<file path="src/rtl/wait_event_responder.sv">
// wait_event_responder
// Responder side of an event/condition-wait handshake. Each event replays one
// burst of timed value assignments from a small programmable script; the
// script pointer persists across bursts, so consecutive events walk the script.
// Optional feature macro: WAIT_EVENT_QUEUE_EN
//   defined   : events arriving while busy are queued (2-bit, saturating at 3)
//   undefined : events arriving while busy are discarded
// In both builds a lost event sets the sticky ev_drop_o flag.
module wait_event_responder #(
    parameter int                 VALUE_W    = 32,
    parameter int                 DELAY_W    = 16,
    parameter int                 ADDR_W     = 3,
    parameter logic [VALUE_W-1:0] INIT_VALUE = '0
) (
    input  logic               clk,
    input  logic               rst,
    input  logic               ev_i,
    input  logic               cfg_we,
    input  logic [ADDR_W-1:0]  cfg_addr,
    input  logic [VALUE_W-1:0] cfg_value,
    input  logic [DELAY_W-1:0] cfg_delay,
    input  logic               cfg_last,
    output logic [VALUE_W-1:0] value_o,
    output logic               value_upd_o,
    output logic               busy_o,
    output logic               burst_done_o,
    output logic [ADDR_W-1:0]  step_ptr_o,
    output logic               ev_drop_o
);

    localparam int DEPTH = 1 << ADDR_W;

    typedef enum logic [1:0] {
        ST_IDLE   = 2'd0,
        ST_LOAD   = 2'd1,
        ST_COUNT  = 2'd2,
        ST_ASSIGN = 2'd3
    } state_t;

    state_t state;
    state_t state_next;

    // Script storage; deliberately not reset so a reset keeps the program.
    logic [VALUE_W-1:0] mem_value [0:DEPTH-1];
    logic [DELAY_W-1:0] mem_delay [0:DEPTH-1];
    logic               mem_last  [0:DEPTH-1];

    // Working copy of the active step, captured in LOAD.
    logic [VALUE_W-1:0] work_value;
    logic               work_last;
    logic [DELAY_W-1:0] count;

    logic [ADDR_W-1:0]  step_ptr;
    logic               drop_set;
    logic               chain_burst;

    // Script write port: writes land on any edge, whatever the state.
    always_ff @(posedge clk) begin
        if (cfg_we) begin
            mem_value[cfg_addr] <= cfg_value;
            mem_delay[cfg_addr] <= cfg_delay;
            mem_last[cfg_addr]  <= cfg_last;
        end
    end

    // Registered script read in LOAD, then count down the step delay.
    // The raw delay is loaded; the COUNT exit test (count <= 1) makes a
    // delay of 0 behave exactly like a delay of 1. A write to the same entry
    // on the LOAD edge is not seen because the read samples the old contents.
    always_ff @(posedge clk) begin
        if (state == ST_LOAD) begin
            work_value <= mem_value[step_ptr];
            work_last  <= mem_last[step_ptr];
            count      <= mem_delay[step_ptr];
        end else if (state == ST_COUNT) begin
            count <= count - DELAY_W'(1);
        end
    end

`ifdef WAIT_EVENT_QUEUE_EN
    logic [1:0] pending;
    logic [1:0] pending_inc;
    logic [1:0] pending_next;
    logic       busy_ev;

    // Pending-event bookkeeping: count busy events (saturating), and consume
    // one at the end of a burst to start the next burst without idling.
    // An event in the final ASSIGN cycle is counted first, then consumed.
    always_comb begin
        busy_ev     = ev_i && (state != ST_IDLE);
        pending_inc = pending;
        drop_set    = 1'b0;
        if (busy_ev) begin
            if (pending == 2'd3) begin
                drop_set = 1'b1;
            end else begin
                pending_inc = pending + 2'd1;
            end
        end
        chain_burst  = (state == ST_ASSIGN) && work_last && (pending_inc != 2'd0);
        pending_next = chain_burst ? (pending_inc - 2'd1) : pending_inc;
    end

    // Pending counter register.
    always_ff @(posedge clk or posedge rst) begin
        if (rst) begin
            pending <= 2'd0;
        end else begin
            pending <= pending_next;
        end
    end
`else
    // Without queuing, any event seen while busy is lost.
    always_comb begin
        drop_set    = ev_i && (state != ST_IDLE);
        chain_burst = 1'b0;
    end
`endif

    // Next-state logic for the burst sequencer.
    always_comb begin
        state_next = state;
        case (state)
            ST_IDLE: begin
                if (ev_i) begin
                    state_next = ST_LOAD;
                end
            end
            ST_LOAD: begin
                state_next = ST_COUNT;
            end
            ST_COUNT: begin
                if (count <= DELAY_W'(1)) begin
                    state_next = ST_ASSIGN;
                end
            end
            ST_ASSIGN: begin
                if (!work_last || chain_burst) begin
                    state_next = ST_LOAD;
                end else begin
                    state_next = ST_IDLE;
                end
            end
            default: begin
                state_next = ST_IDLE;
            end
        endcase
    end

    // State register plus the registered outputs updated on ASSIGN edges.
    always_ff @(posedge clk or posedge rst) begin
        if (rst) begin
            state        <= ST_IDLE;
            step_ptr     <= '0;
            value_o      <= INIT_VALUE;
            value_upd_o  <= 1'b0;
            burst_done_o <= 1'b0;
            ev_drop_o    <= 1'b0;
        end else begin
            state        <= state_next;
            value_upd_o  <= (state == ST_ASSIGN);
            burst_done_o <= (state == ST_ASSIGN) && work_last;
            ev_drop_o    <= ev_drop_o | drop_set;
            if (state == ST_ASSIGN) begin
                value_o  <= work_value;
                step_ptr <= step_ptr + ADDR_W'(1);
            end
        end
    end

    assign busy_o     = (state != ST_IDLE);
    assign step_ptr_o = step_ptr;

endmodule

</file>
<file path="config.mk">
export PLATFORM = sky130hd
export DESIGN_NAME = wait_event_responder
export DESIGN_NICKNAME = d
export VERILOG_FILES = /design/src/rtl/wait_event_responder.sv
export SDC_FILE = /design/constraint.sdc
export NUM_CORES = 1
export LEC_CHECK = 0
export ABC_AREA = 0
export CAP_MARGIN = 0
export CORE_UTILIZATION = 45
export DETAILED_ROUTE_END_ITERATION = 6
export GPL_ROUTABILITY_DRIVEN = 0
export PLACE_DENSITY = 0.62
export SYNTH_ARGS = -nofsm -noshare
export SYNTH_HDL_FRONTEND = slang
export SYNTH_SLANG_ARGS = --single-unit
</file>
<file path="constraint.sdc">
create_clock -name clk -period 6.81 [get_ports clk]
set_input_delay 1.0215 -clock clk [delete_from_list [all_inputs] [get_ports clk]]
set_output_delay 1.0215 -clock clk [all_outputs]
set_load 0.02 [all_outputs]
</file>
==> results by group <==
Final layout
  – Share of cells above drive strength 1: 0.276
  – Synth-to-Final Area Change: 17.3%
  – Final net count: 995
  – Area of the multi-input gates: 0.00384 mm2
  – Design area: 0.0214 mm2
  – Fill cells: 3126
  – Reg area: 0.0143 mm2

Power
  – Share of power burned in registers: 0.451
  – Pint: 0.00638 W
  – Gate power share: 0.259
  – Pwr Density: 411 mW/mm2
  – VDD IR max: 0.253 mV
  – Clock share of power: 0.290
  – Sw power: 0.00241 W
  – Leak: 6.87 nW
  – Net Sw Frac: 0.274

Clock network
  – Clk sink count: 481
  – H-tree depth: 2
  – Hold_buf cts: 0
  – Root Buffer: clkbuf_16
  – Reg clk slew, reported paths: 60 ps
  – Deepest clock path buffer count: 3
  – Post CTS Setup Buffer Count: 0
  – CTS tree: built
  – Post-CTS Resized: 0
  – Clock latency on the worst-skew pair: 570 ps
  – CTS Buf Count: 48

Global route
  – First-pass GRT wire length: 52200 um
  – Total Routing Usage GR: 0.170
  – Overflow after GRT: 0
  – Vias in the first global route: 8816
  – Largest net degree at the start of global routing: 101
  – Initial antenna violation count: 3

Synthesis
  – Top-count cell post-synth: edfxtp_1
  – Synthesized area: 0.0182 mm2
  – FFs w/ async S/R, synth: 0.0832
  – Synth warn: 0
  – Post-synth top area share: 0.727
  – Yosys reg bits: 481
  – Top_reg_cell synth: edfxtp_1
  – Post-synth top cells: edfxtp_1, mux4_2, mux2_2
  – Post-synth top area cell: edfxtp_1
  – Synth Net Count: 869
  – Unique masters post-synth: 43
  – Post-synth EDFFs: 441
  – Sequential cell area fraction in the yosys report: 0.782
  – Cells after Synth: 806
  – Synth area leaders: edfxtp_1, mux4_2, dfrtp_1, mux2_2, mux2i_1
  – Syn avg cell area: 22.6 um2

Setup path
  – Critical path endpoint category: output port
  – Critical path fanouts, max: 45
  – Crit-path cells: clkdlybuf4s50_1
  – WP data required: 5790 ps
  – Number of buffers and inverters on the critical path: 1
  – Worst Path Arrival: 2230 ps
  – Slowest CP cell: dfrtp_4
  – Delay of the slowest critical-path stage: 870 ps
  – Setup CP Type: reg2out
  – CP top delay family: flip-flops
  – Critical Path Source Type: flop

Timing
  – Slew Viols, Final: 0
  – RSZ-0062 raised after global routing: false
  – Clock skew: 19.6 ps
  – Hold slack final: 459 ps
  – Worst-margin pin slew: 889 ps
  – Max Freq: 308 MHz
  – Final hold violations: 0
  – Minimum clock period: 3250 ps
  – Total negative setup slack: 0 ps
  – # setup viols final: 0
  – Relative slew slack: 0.407
  – Part of the cycle the worst path needs: 0.477

Floorplanning
  – Rows: 73
  – Die Span Y: 203 um
  – Core ar.: 0.0398 mm2
  – Ports: 95
  – Die X: 203 um
  – Initial core utilization: 0.457
  – Die area: 0.0413 mm2

Drt
  – Drt pass-1 iters: 5
  – DR vias: 8164
  – Post-DRT Antenna Nets: 0
  – Drt via density: 5.45
  – WL per Instance: 22.6 um
  – Initial drt markers: 543
  – Final WL: 33800 um
  – Drt drc: 0

Placed design
  – Post-DP Area: 0.0198 mm2
  – Post-DP HPWL: 17200 um
  – IO Port Bufs: 94

Hold path
  – Hold Crit Class: reg2reg

Run status
  – Run status: complete, no violations

Job
  – Max cap viols: 0
-- layer usage --
| metal | up-vias | global-route usage | wire (um) |
|---|---|---|---|
| met2 | 222 | 0.272 | 16100 |
| met1 | 4276 | 0.239 | 14700 |
| met5 | - | 0 | 23 |
| met3 | 51 | 0.0312 | 2320 |
| met4 | 4 | 0.0486 | 556 |
| li1 | 3611 | - | - |
-- stage by stage --
| stage | util | total power (W) | setup slack (ps) | cells |
|---|---|---|---|---|
| after floorplan | - | 0.00561 | 1750 | 806 |
| after global placement | 0.498 | 0.00633 | 3800 | 1407 |
| after detailed placement | 0.498 | 0.00635 | 3750 | 1407 |
| after CTS | 0.537 | 0.00892 | 3510 | 1496 |
| after global routing | 0.537 | 0.00920 | 3480 | 1496 |
| final | 0.537 | 0.00879 | 3560 | 1497 |
-- final timing paths --
kind	startpoint	end	slack [ps]	cells past startpoint
worst min-delay path	ev_drop_o	ev_drop_o	460	1
worst max register to register	step_ptr_o[1]	work_last	4280	3
worst max-delay path	step_ptr_o[1]	step_ptr_o[1]	3560	1
max in group asynchronous	rst	step_ptr_o[0]	5330	3
worst min register to register	ev_drop_o	ev_drop_o	460	1
min in group asynchronous	rst	value_o[18]	960	3
-- logic make-up (layout without fill, tap and decap cells) --
family                     after synthesis  count (layout)  share of synthesized area
adders and majority gates                7               7                    0.00481
and+or+nand+nor                         57              57                     0.0170
xor gates and xnor gates                13              13                    0.00625
DFF                                    481             481                      0.782
muxes                                  175             175                      0.168
other                                    0               1                          0
buffers and inverters                   41             206                     0.0104
AOI/OAI and AO/OA                       32              32                     0.0114
-- final cells by class --
class / count / area share
tap: 525 / 0.0307
sequential: 481 / 0.667
inverter: 9 / 0.00158
antenna: 1 / 0.000117
multi-input combinational: 284 / 0.180
clock inverter: 27 / 0.0112
timing repair buffer: 108 / 0.0495
clock buffer: 62 / 0.0601
-- power by group through the flow --
stage / sequential (W) / clock [W] / combinational, W
after floorplan: 0.00404 / 0 / 0.00156
after global placement: 0.00402 / 0 / 0.00231
after detailed placement: 0.00403 / 0 / 0.00233
after CTS: 0.00397 / 0.00261 / 0.00234
after global routing: 0.00401 / 0.00272 / 0.00247
final: 0.00397 / 0.00255 / 0.00228
-- cells in the final DEF (no fill, tap or decap), types with 5 or more instances in the layout --
cell / instances
buf_4: 13
mux2i_1: 9
inv_1: 7
clkbuf_16: 49
edfxtp_1: 441
ha_1: 5
nor2_4: 6
mux4_2: 98
clkbuf_1: 12
o22ai_1: 9
a21oi_1: 9
nand2b_1: 6
xor2_1: 10
nand2_1: 12
mux2_2: 68
nor2_1: 10
clkinv_2: 10
dfrtp_1: 37
clkinv_1: 9
clkdlybuf4s50_1: 94
-- registers in the layout, indices dropped and copies added, names as in the netlist --
register,count
burst_done_o,1
value_o,32
count,16
value_upd_o,1
mem_last,8
state,2
ev_drop_o,1
mem_value,256
work_last,1
step_ptr_o,3
mem_delay,128
work_value,32
Note: power is estimated with default switching activity, not from simulation.
